--- src/rtl/eflash_out_seq_ctrl.sv ---
// Read-operation sequencer for the eFlash output buffer/encoder path: issues sense
// requests, steers sense data into buffer slots and hands each result downstream.
module eflash_out_seq_ctrl #(
   parameter int OPS_W       = 4,
   parameter int TIMEOUT_W   = 8,
   parameter int TIMEOUT_MAX = 200
) (
   input  logic             clk_i,
   input  logic             rst_i,
   input  logic             start_i,
   input  logic             mode_cfg_i,
   input  logic [OPS_W-1:0] num_ops_i,
   input  logic             eflash_valid_i,
   input  logic             out_ready_i,
   output logic             eflash_req_o,
   output logic             mode_o,
   output logic             buf_write_en_1_o,
   output logic             buf_write_en_2_o,
   output logic             buf_read_en_o,
   output logic             result_valid_o,
   output logic             busy_o,
   output logic             done_o,
   output logic             timeout_o
);

   typedef enum logic [2:0] {IDLE, REQ1, WAIT1, REQ2, WAIT2, READ} state_t;

   state_t               state;
   state_t               state_next;
   logic                 mode_q;
   logic [OPS_W-1:0]     num_ops_q;
   logic [OPS_W-1:0]     op_cnt;
   logic [TIMEOUT_W-1:0] wait_cnt;
   logic                 done_q;
   logic                 timeout_q;
   logic                 done_next;
   logic                 timeout_next;
   logic                 wait_expired;
   logic                 last_op;
   logic                 in_wait;

   assign wait_expired = (wait_cnt == TIMEOUT_W'(TIMEOUT_MAX - 1));
   assign last_op      = (op_cnt == num_ops_q - OPS_W'(1));
   assign in_wait      = (state == WAIT1) || (state == WAIT2);

   assign mode_o    = mode_q;
   assign done_o    = done_q;
   assign timeout_o = timeout_q;

   always_ff @(posedge clk_i) begin
      if (rst_i) begin
         state     <= IDLE;
         mode_q    <= 1'b0;
         num_ops_q <= '0;
         op_cnt    <= '0;
         wait_cnt  <= '0;
         done_q    <= 1'b0;
         timeout_q <= 1'b0;
      end else begin
         state     <= state_next;
         done_q    <= done_next;
         timeout_q <= timeout_next;

         // A run of zero ops is treated as a single op so last_op can terminate it.
         if (state == IDLE && start_i) begin
            mode_q    <= mode_cfg_i;
            num_ops_q <= (num_ops_i == '0) ? OPS_W'(1) : num_ops_i;
            op_cnt    <= '0;
         end else if (state == READ && out_ready_i && !last_op) begin
            op_cnt <= op_cnt + OPS_W'(1);
         end

         if (state == REQ1 || state == REQ2) begin
            wait_cnt <= '0;
         end else if (in_wait && !eflash_valid_i && !wait_expired) begin
            wait_cnt <= wait_cnt + TIMEOUT_W'(1);
         end
      end
   end

   // Sense valid is checked before the timeout so data on the last allowed cycle wins.
   always_comb begin
      state_next       = state;
      done_next        = 1'b0;
      timeout_next     = 1'b0;
      eflash_req_o     = 1'b0;
      buf_write_en_1_o = 1'b0;
      buf_write_en_2_o = 1'b0;
      buf_read_en_o    = 1'b0;
      result_valid_o   = 1'b0;
      busy_o           = (state != IDLE);

      case (state)
         IDLE: begin
            if (start_i) state_next = REQ1;
         end
         REQ1: begin
            eflash_req_o = 1'b1;
            state_next   = WAIT1;
         end
         WAIT1: begin
            buf_write_en_1_o = eflash_valid_i;
            if (eflash_valid_i) begin
               state_next = mode_q ? REQ2 : READ;
            end else if (wait_expired) begin
               state_next   = IDLE;
               timeout_next = 1'b1;
            end
         end
         REQ2: begin
            eflash_req_o = 1'b1;
            state_next   = WAIT2;
         end
         WAIT2: begin
            buf_write_en_2_o = eflash_valid_i;
            if (eflash_valid_i) begin
               state_next = READ;
            end else if (wait_expired) begin
               state_next   = IDLE;
               timeout_next = 1'b1;
            end
         end
         READ: begin
            buf_read_en_o  = 1'b1;
            result_valid_o = 1'b1;
            if (out_ready_i) begin
               if (last_op) begin
                  state_next = IDLE;
                  done_next  = 1'b1;
               end else begin
                  state_next = REQ1;
               end
            end
         end
         default: state_next = IDLE;
      endcase
   end

endmodule

--- config.mk ---
export PLATFORM = sky130hd
export DESIGN_NAME = eflash_out_seq_ctrl
export DESIGN_NICKNAME = d
export VERILOG_FILES = /design/src/rtl/eflash_out_seq_ctrl.sv
export SDC_FILE = /design/constraint.sdc
export NUM_CORES = 1
export LEC_CHECK = 0
export ABC_AREA = 1
export CORE_MARGIN = 2
export CORE_UTILIZATION = 35
export CTS_CLUSTER_DIAMETER = 50
export DETAILED_ROUTE_END_ITERATION = 7
export GPL_ROUTABILITY_DRIVEN = 0
export REMOVE_ABC_BUFFERS = 1
export SLEW_MARGIN = 20
export SYNTH_ARGS = -nofsm -noshare
export SYNTH_HDL_FRONTEND = slang
export SYNTH_SLANG_ARGS = --single-unit
--- constraint.sdc ---
create_clock -name clk_i -period 2.2 [get_ports clk_i]
set_clock_uncertainty 0.1 [all_clocks]
set_input_delay 0.55 -clock clk_i [delete_from_list [all_inputs] [get_ports clk_i]]
set_output_delay 0.55 -clock clk_i [all_outputs]
set_load 0.1 [all_outputs]
After elaboration in Yosys (flattened, before gate mapping) --
Cells that the tools add are included. Widths: inputs -> output; s select.
Storage, ports and cells: memory bits (writable) 0, memories 0, logic and storage cells 57, output and inout port bits 9, ROM bits 0, input port bits 10, latch bits 0, register bits 22
Operators by class: add/subtract/negate cells 3, equality and inequality tests 9, shift operators 0, multipliers 0, multiplexer cells 15, reduce and logical (&&, ||, !) cells 20, $lt $le $gt $ge 0, bitwise logic cells 3, div/mod/pow operators 0
Operators by type and width (number):
- $mux 3 | 6
- $pmux 3 s6 | 1
- $add 8x1->8 const B | 1
- $eq 8x8->1 const B | 1
- $reduce_or 2->1 | 4
- $mux 1 | 7
- $eq 3x2->1 const B | 2
- $eq 3x3->1 const B | 2
- $reduce_or 3->1 | 2
- $logic_and 1x1->1 | 5
- $add 4x1->4 const B | 1
- $eq 4x4->1 | 1
- $logic_not 4->1 | 1
- $mux 4 | 1
- $ne 2x2->1 const B | 2
- $sub 4x1->4 const B | 1
- $eq 3x1->1 const B | 1
- $logic_not 1->1 | 3
- $logic_not 3->1 | 1
- $not 1->1 | 3
- $reduce_bool 3->1 | 1
- $logic_or 1x1->1 | 2
- $reduce_and 2->1 | 1

Depth between registers and ports, before layout --
Gate-level depths: netlist (run 1).
depth in word-level cells 5, mapped depth 13, depth with buffers taken out 13

Least setup slack after synthesis (run 1) --
Ideal clock, no wire load.
kind input to output, start point input eflash_valid_i, end point output buf_write_en_1_o, cell stages on the path 2, path slack -399 ps, path buffers 0, data required time 1550 ps, data arrival time 1949 ps, path through inv_1 -> nor2_1
On the way: longest elaborated chain between the ends 1
Ends and longest elaborated chain:
- start, declared | RTL line 13 | input logic eflash_valid_i,
- $mux 1 | RTL line 93 | case (state)
- end, declared | RTL line 17 | output logic buf_write_en_1_o,
No other way between the ends.

Worst setup path in the final report (run 1) --
Same ends and word-level chain as after synthesis.

==> reports/summary.txt, run 1 <==
Status = finished clean
Post-layout min period = 2.15 ns
H-tree depth = 1
DR WL met3 = 77 µm
GR Util All Layers = 14.0%
Yosys Warn Count = 0
PD cells = 800 nW/µm²
Maximum VDD drop = 0.592 mV
Worst slew pin tran = 0.288 ns
Largest net degree at the start of global routing = 12
Reg power frac = 37.7%
Initial Utilization = 36.6%
I/O pin count = 19
Placed Instances = 247
WP data arrival = 1.50 ns
CTS tree = built
Post-synth top flop = dfxtp_1
Post-synthesis sequential area ratio = 35.8%
Die Span X = 63.3 µm
Crit path max fanout = 3
Clk slew on worst S/H paths = 0.12 ns
FMAX = 466 MHz
Syn_area_per_cell = 6.76 µm²
FF+latch count, synth = 22
Most frequent cells in the layout = nand2_1, inv_1, dfxtp_1
Antenna violations before repair = 0
CTS buffer count = 3
Die area = 4010 µm²
Clk network pwr share = 14.5%
RR Startpoint = num_ops_q[0]$_SDFFE_PP0P_
Critical R2R Capture = op_cnt[0]$_SDFFE_PP0P_
Area Overhead vs Synth = 26.4%
Met2 WL = 1.13 mm
Total grt overflow = 0
Fillers = 375
CP Class = in -> out
First-pass GRT wire length = 4.50 mm
Relative slew slack = 80.7%
RSZ-0062 raised after global routing = false
DR top layer = met4
Fin Setup TNS = 0 ns
Ratio of cells with drive above 1 in the final layout = 15.7%
DRC = 0
Worst stage delay on the critical path = 0.48 ns
Final slew viol count = 0
Unique masters post-synth = 24
Vias in the first global route = 1046
Die height = 63.3 µm
DR vias/cell = 4.59
Avg WL per Cell = 9.83 µm
Sw Ratio = 44.2%
Async SR Flop Fraction = 0%
Initial drt markers = 54
Syn Inst Count = 182
Comb pwr share = 47.8%
P_sw = 551 µW
R2r worst-path depth = 9
Post-route ant nets = 0
Via count = 1147
DP Wirelength = 1.95 mm
Critical path cell sequence = clkdlybuf4s50_1 > inv_1 > nor2_2 > buf_12
Critical Path Sink = buf_write_en_1_o
Register Area = 440 µm²
Crit end category = primary output
Final setup vio count = 0
Most common cell after layout, fill and taps aside = nand2_1
Slowest CP cell = clkdlybuf4s50_1
# rows = 21
Core area = 3360 µm²
Total Wirelength = 2.46 mm
EDFF count, synth = 0
Area of the multi-input gates = 658 µm²
DRT Pass-1 Iters = 4
Port Buffer Count = 18
Max clock buf depth = 2
Internal power = 695 µW
Post-CTS Setup Bufs = 0
Hold crit path type = reg -> reg
Leak = 0.000648 µW
Final cell count without fillers = 250
Reg2reg setup slack = 0.44 ns
Layout Nets = 219
Required @ worst endpoint = 1.55 ns
Maxcap violations = 0
Hold Violations, Final = 0
Clock Latency Late Sink = 0.30 ns
Synthesized area = 1230 µm²
Fin crit share = 97.6%
Clock root buffer = clkbuf_4
Crit start category = input pin
# diodes = 0
Sink Count = 22
Met1 wire length = 1.24 mm
Worst setup path startpoint = eflash_valid_i
power by group through the flow:
stage / registers (µW) / clock network, µW / logic, µW
6_report: 470 / 180 / 595
5_1_grt: 476 / 209 / 649
4_1_cts: 470 / 193 / 602
3_5_place_dp: 480 / 0 / 598
3_3_place_gp: 479 / 0 / 598
2_1_floorplan: 502 / 0 / 395
timing repair:
item	CTS	global route
endpoints found under the setup margin	1	0
hold endpoints to repair	0	0
hold buffers	0	0
gates resized for setup	2	0
registers in the layout (all words and copies together) (netlist names):
signal     cells
num_ops_q      4
state          3
mode_o         1
op_cnt         4
timeout_o      1
done_o         1
wait_cnt       8
routing by layer:
metal	GRT usage (%)	up-vias
met5	0	-
met4	4.08	0
met3	3.04	2
met2	22.2	11
met1	19.0	507
li1	-	627
cell families after synthesis:
logic type	share of synthesized area, %
AO/OA/AOI/OAI	11.0
flip-flops	35.8
AND/OR/NAND/NOR	32.6
adder cells (fa/ha/maj)	3.05
XOR/XNOR	6.40
buffers and inverters	11.2
final cells by class:
type | count | area share, %
timing repair buffer | 20 | 15.9
clock buffer | 3 | 1.45
multi-input combinational | 125 | 42.3
sequential | 22 | 28.3
inverter | 34 | 8.36
tap | 46 | 3.70
cells in the mapped netlist (all sizes together) (2+ instances only):
cell type / n / area [µm²]
a21oi: 17 / 88.8
dfxtp: 22 / 440
ha: 3 / 37.5
inv: 34 / 130
nand2: 43 / 164
nand3: 15 / 87.6
nand4: 2 / 18.8
nor2: 20 / 87.6
nor3: 4 / 25.0
nor4: 3 / 18.8
o21ai: 8 / 40.0
xnor2: 2 / 17.5
xor2: 7 / 61.3
through the flow:
| step | cell area [µm²] | utilization, % | setup WS [ns] | total power (µW) | hold slack [ns] |
|---|---|---|---|---|---|
| finish | 1560 | 46.3 | 0.0526 | 1250 | 0.373 |
| global route | 1560 | 46.3 | 0.0175 | 1330 | 0.414 |
| CTS | 1560 | 46.3 | 0.0467 | 1270 | 0.376 |
| detailed placement | 1530 | 45.5 | 0.00234 | 1080 | 0.358 |
| global placement | 1530 | 45.5 | 0.00708 | 1080 | 0.357 |
| floorplan | 1220 | - | -0.399 | 898 | 0.341 |
how the worst min path moves through the flow:
stage / cells after the start / from / endpoint
detailed placement: 2 / wait_cnt[1]$_SDFFE_PP0P_ / wait_cnt[1]$_SDFFE_PP0P_
global placement: 2 / wait_cnt[1]$_SDFFE_PP0P_ / wait_cnt[1]$_SDFFE_PP0P_
finish: 2 / wait_cnt[1]$_SDFFE_PP0P_ / wait_cnt[1]$_SDFFE_PP0P_
global route: 2 / wait_cnt[1]$_SDFFE_PP0P_ / wait_cnt[1]$_SDFFE_PP0P_
floorplan: 2 / wait_cnt[1]$_SDFFE_PP0P_ / wait_cnt[1]$_SDFFE_PP0P_
CTS: 2 / wait_cnt[1]$_SDFFE_PP0P_ / wait_cnt[1]$_SDFFE_PP0P_
worst max-delay path, delay by kind of cell:
family	cells	cell delay, ns
AND/OR/NAND/NOR	1	0.18
buffers and inverters	3	0.76
(Power assumes the default switching activity.)
==> inputs of run 2 (changes only) <==
CELL_PAD_IN_SITES_DETAIL_PLACEMENT = 1   (was unset)
CELL_PAD_IN_SITES_GLOBAL_PLACEMENT = 1   (was unset)
PLACE_DENSITY_LB_ADDON = 0.1   (was unset)
==> reports/summary.txt, run 2 (synthesis results as in run 1) <==
Initial drt markers = 33
Clock root buffer = clkbuf_4
CP Class = in -> out
CTS tree = built
Worst stage delay on the critical path = 0.47 ns
H-tree depth = 1
Final slew viol count = 0
Most frequent cells in the layout = nand2_1, inv_1, dfxtp_1
DP Wirelength = 2.41 mm
Vias in the first global route = 1225
CTS buffer count = 3
Crit start category = input pin
Leak = 0.000662 µW
DR vias/cell = 4.71
I/O pin count = 19
Crit end category = primary output
Clk slew on worst S/H paths = 0.12 ns
FMAX = 471 MHz
Status = finished clean
Post-CTS Setup Bufs = 0
Fin crit share = 96.5%
R2r worst-path depth = 9
RR Startpoint = num_ops_q[0]$_SDFFE_PP0P_
Hold path start = num_ops_q[3]$_SDFFE_PP0P_
Via count = 1186
Worst setup path startpoint = eflash_valid_i
DR WL met3 = 70 µm
Antenna violations before repair = 0
PD cells = 876 nW/µm²
Total Wirelength = 2.99 mm
Met1 wire length = 1.42 mm
Layout Nets = 220
Area of the multi-input gates = 664 µm²
RSZ-0062 raised after global routing = true
Slowest CP cell = clkdlybuf4s50_1
Maxcap violations = 0
Area Overhead vs Synth = 30.0%
Port Buffer Count = 18
Final setup vio count = 0
Reg2reg setup slack = 0.39 ns
Worst slew pin tran = 0.303 ns
First-pass GRT wire length = 5.52 mm
Hold crit path type = reg -> reg
Crit path max fanout = 3
Register Area = 440 µm²
Post-route ant nets = 0
PnR Total Power = 1400 µW
Met2 WL = 1.48 mm
Die area = 4010 µm²
Top Registers = wait_cnt x8, num_ops_q x4, op_cnt x4
Die Span X = 63.3 µm
Clock Latency Late Sink = 0.31 ns
Critical path cell sequence = clkdlybuf4s50_1 > inv_1 > nor2_2 > buf_12
Post-layout min period = 2.12 ns
Initial Utilization = 36.6%
Ratio of cells with drive above 1 in the final layout = 17.0%
# diodes = 0
Maximum VDD drop = 0.450 mV
Required @ worst endpoint = 1.55 ns
GR Util All Layers = 17.2%
Largest register FFs = 8
DR top layer = met4
Most common cell after layout, fill and taps aside = nand2_1
# rows = 21
Hold slack = 0.381 ns
Total grt overflow = 0
Largest net degree at the start of global routing = 14
Biggest register = wait_cnt
WP data arrival = 1.47 ns
Core area = 3360 µm²
DRT Pass-1 Iters = 4
Relative slew slack = 79.8%
Hold Path Depth = 2
Avg WL per Cell = 11.9 µm
Sink Count = 22
Die height = 63.3 µm
Hold Violations, Final = 0
DRC = 0
Fillers = 463
Max clock buf depth = 2
-- run 2: final timing paths --
| path | end |
|---|---|
| hold / removal | num_ops_q[3]$_SDFFE_PP0P_ |
| hold reg to reg | num_ops_q[3]$_SDFFE_PP0P_ |
| setup / recovery | buf_write_en_1_o |
| setup reg to reg | op_cnt[0]$_SDFFE_PP0P_ |
-- run 2: cell type report --
| cell class | instances | share of cell area (%) |
|---|---|---|
| Clock buffer | 3 | 1.41 |
| Multi-Input combinational cell | 125 | 41.5 |
| Sequential cell | 22 | 27.5 |
| Tap cell | 46 | 3.60 |
| Clock inverter | 1 | 1.88 |
| Inverter | 34 | 8.13 |
| Timing Repair Buffer | 21 | 16.0 |
-- run 2: metal layers --
layer,vias up,GRT usage [%]
met5,-,0
li1,624,-
met1,549,22.7
met4,0,5.71
met3,2,2.68
met2,11,28.7
-- run 2: timing repair --
item	CTS	global route
setup endpoints to repair	0	4
hold buffers	0	0
resized for setup	0	4
-- run 2: per-stage QoR --
| stage | cell area [µm²] | setup WS [ns] | util [%] | instances | setup TNS (ns) |
|---|---|---|---|---|---|
| after floorplan | 1220 | -0.399 | - | 181 | -3.03 |
| after CTS | 1590 | 0.00508 | 47.2 | 252 | 0 |
| after global placement | 1540 | 0.0207 | 45.7 | 248 | 0 |
| final | 1600 | 0.0763 | 47.6 | 252 | 0 |
| after detailed placement | 1540 | 0.0116 | 45.7 | 248 | 0 |
| after global routing | 1600 | -0.0143 | 47.6 | 252 | -0.0284 |
-- run 2: worst max-delay path: cells and delay by family --
kind	cells	cell delay, ns
buffers and inverters	3	0.74
and+or+nand+nor	1	0.18
-- run 2: power breakdown --
part / internal, µW / total, µW / switching, µW
combinational: 200 / 615 / 415
clock: 184 / 310 / 126
sequential: 436 / 477 / 40.7
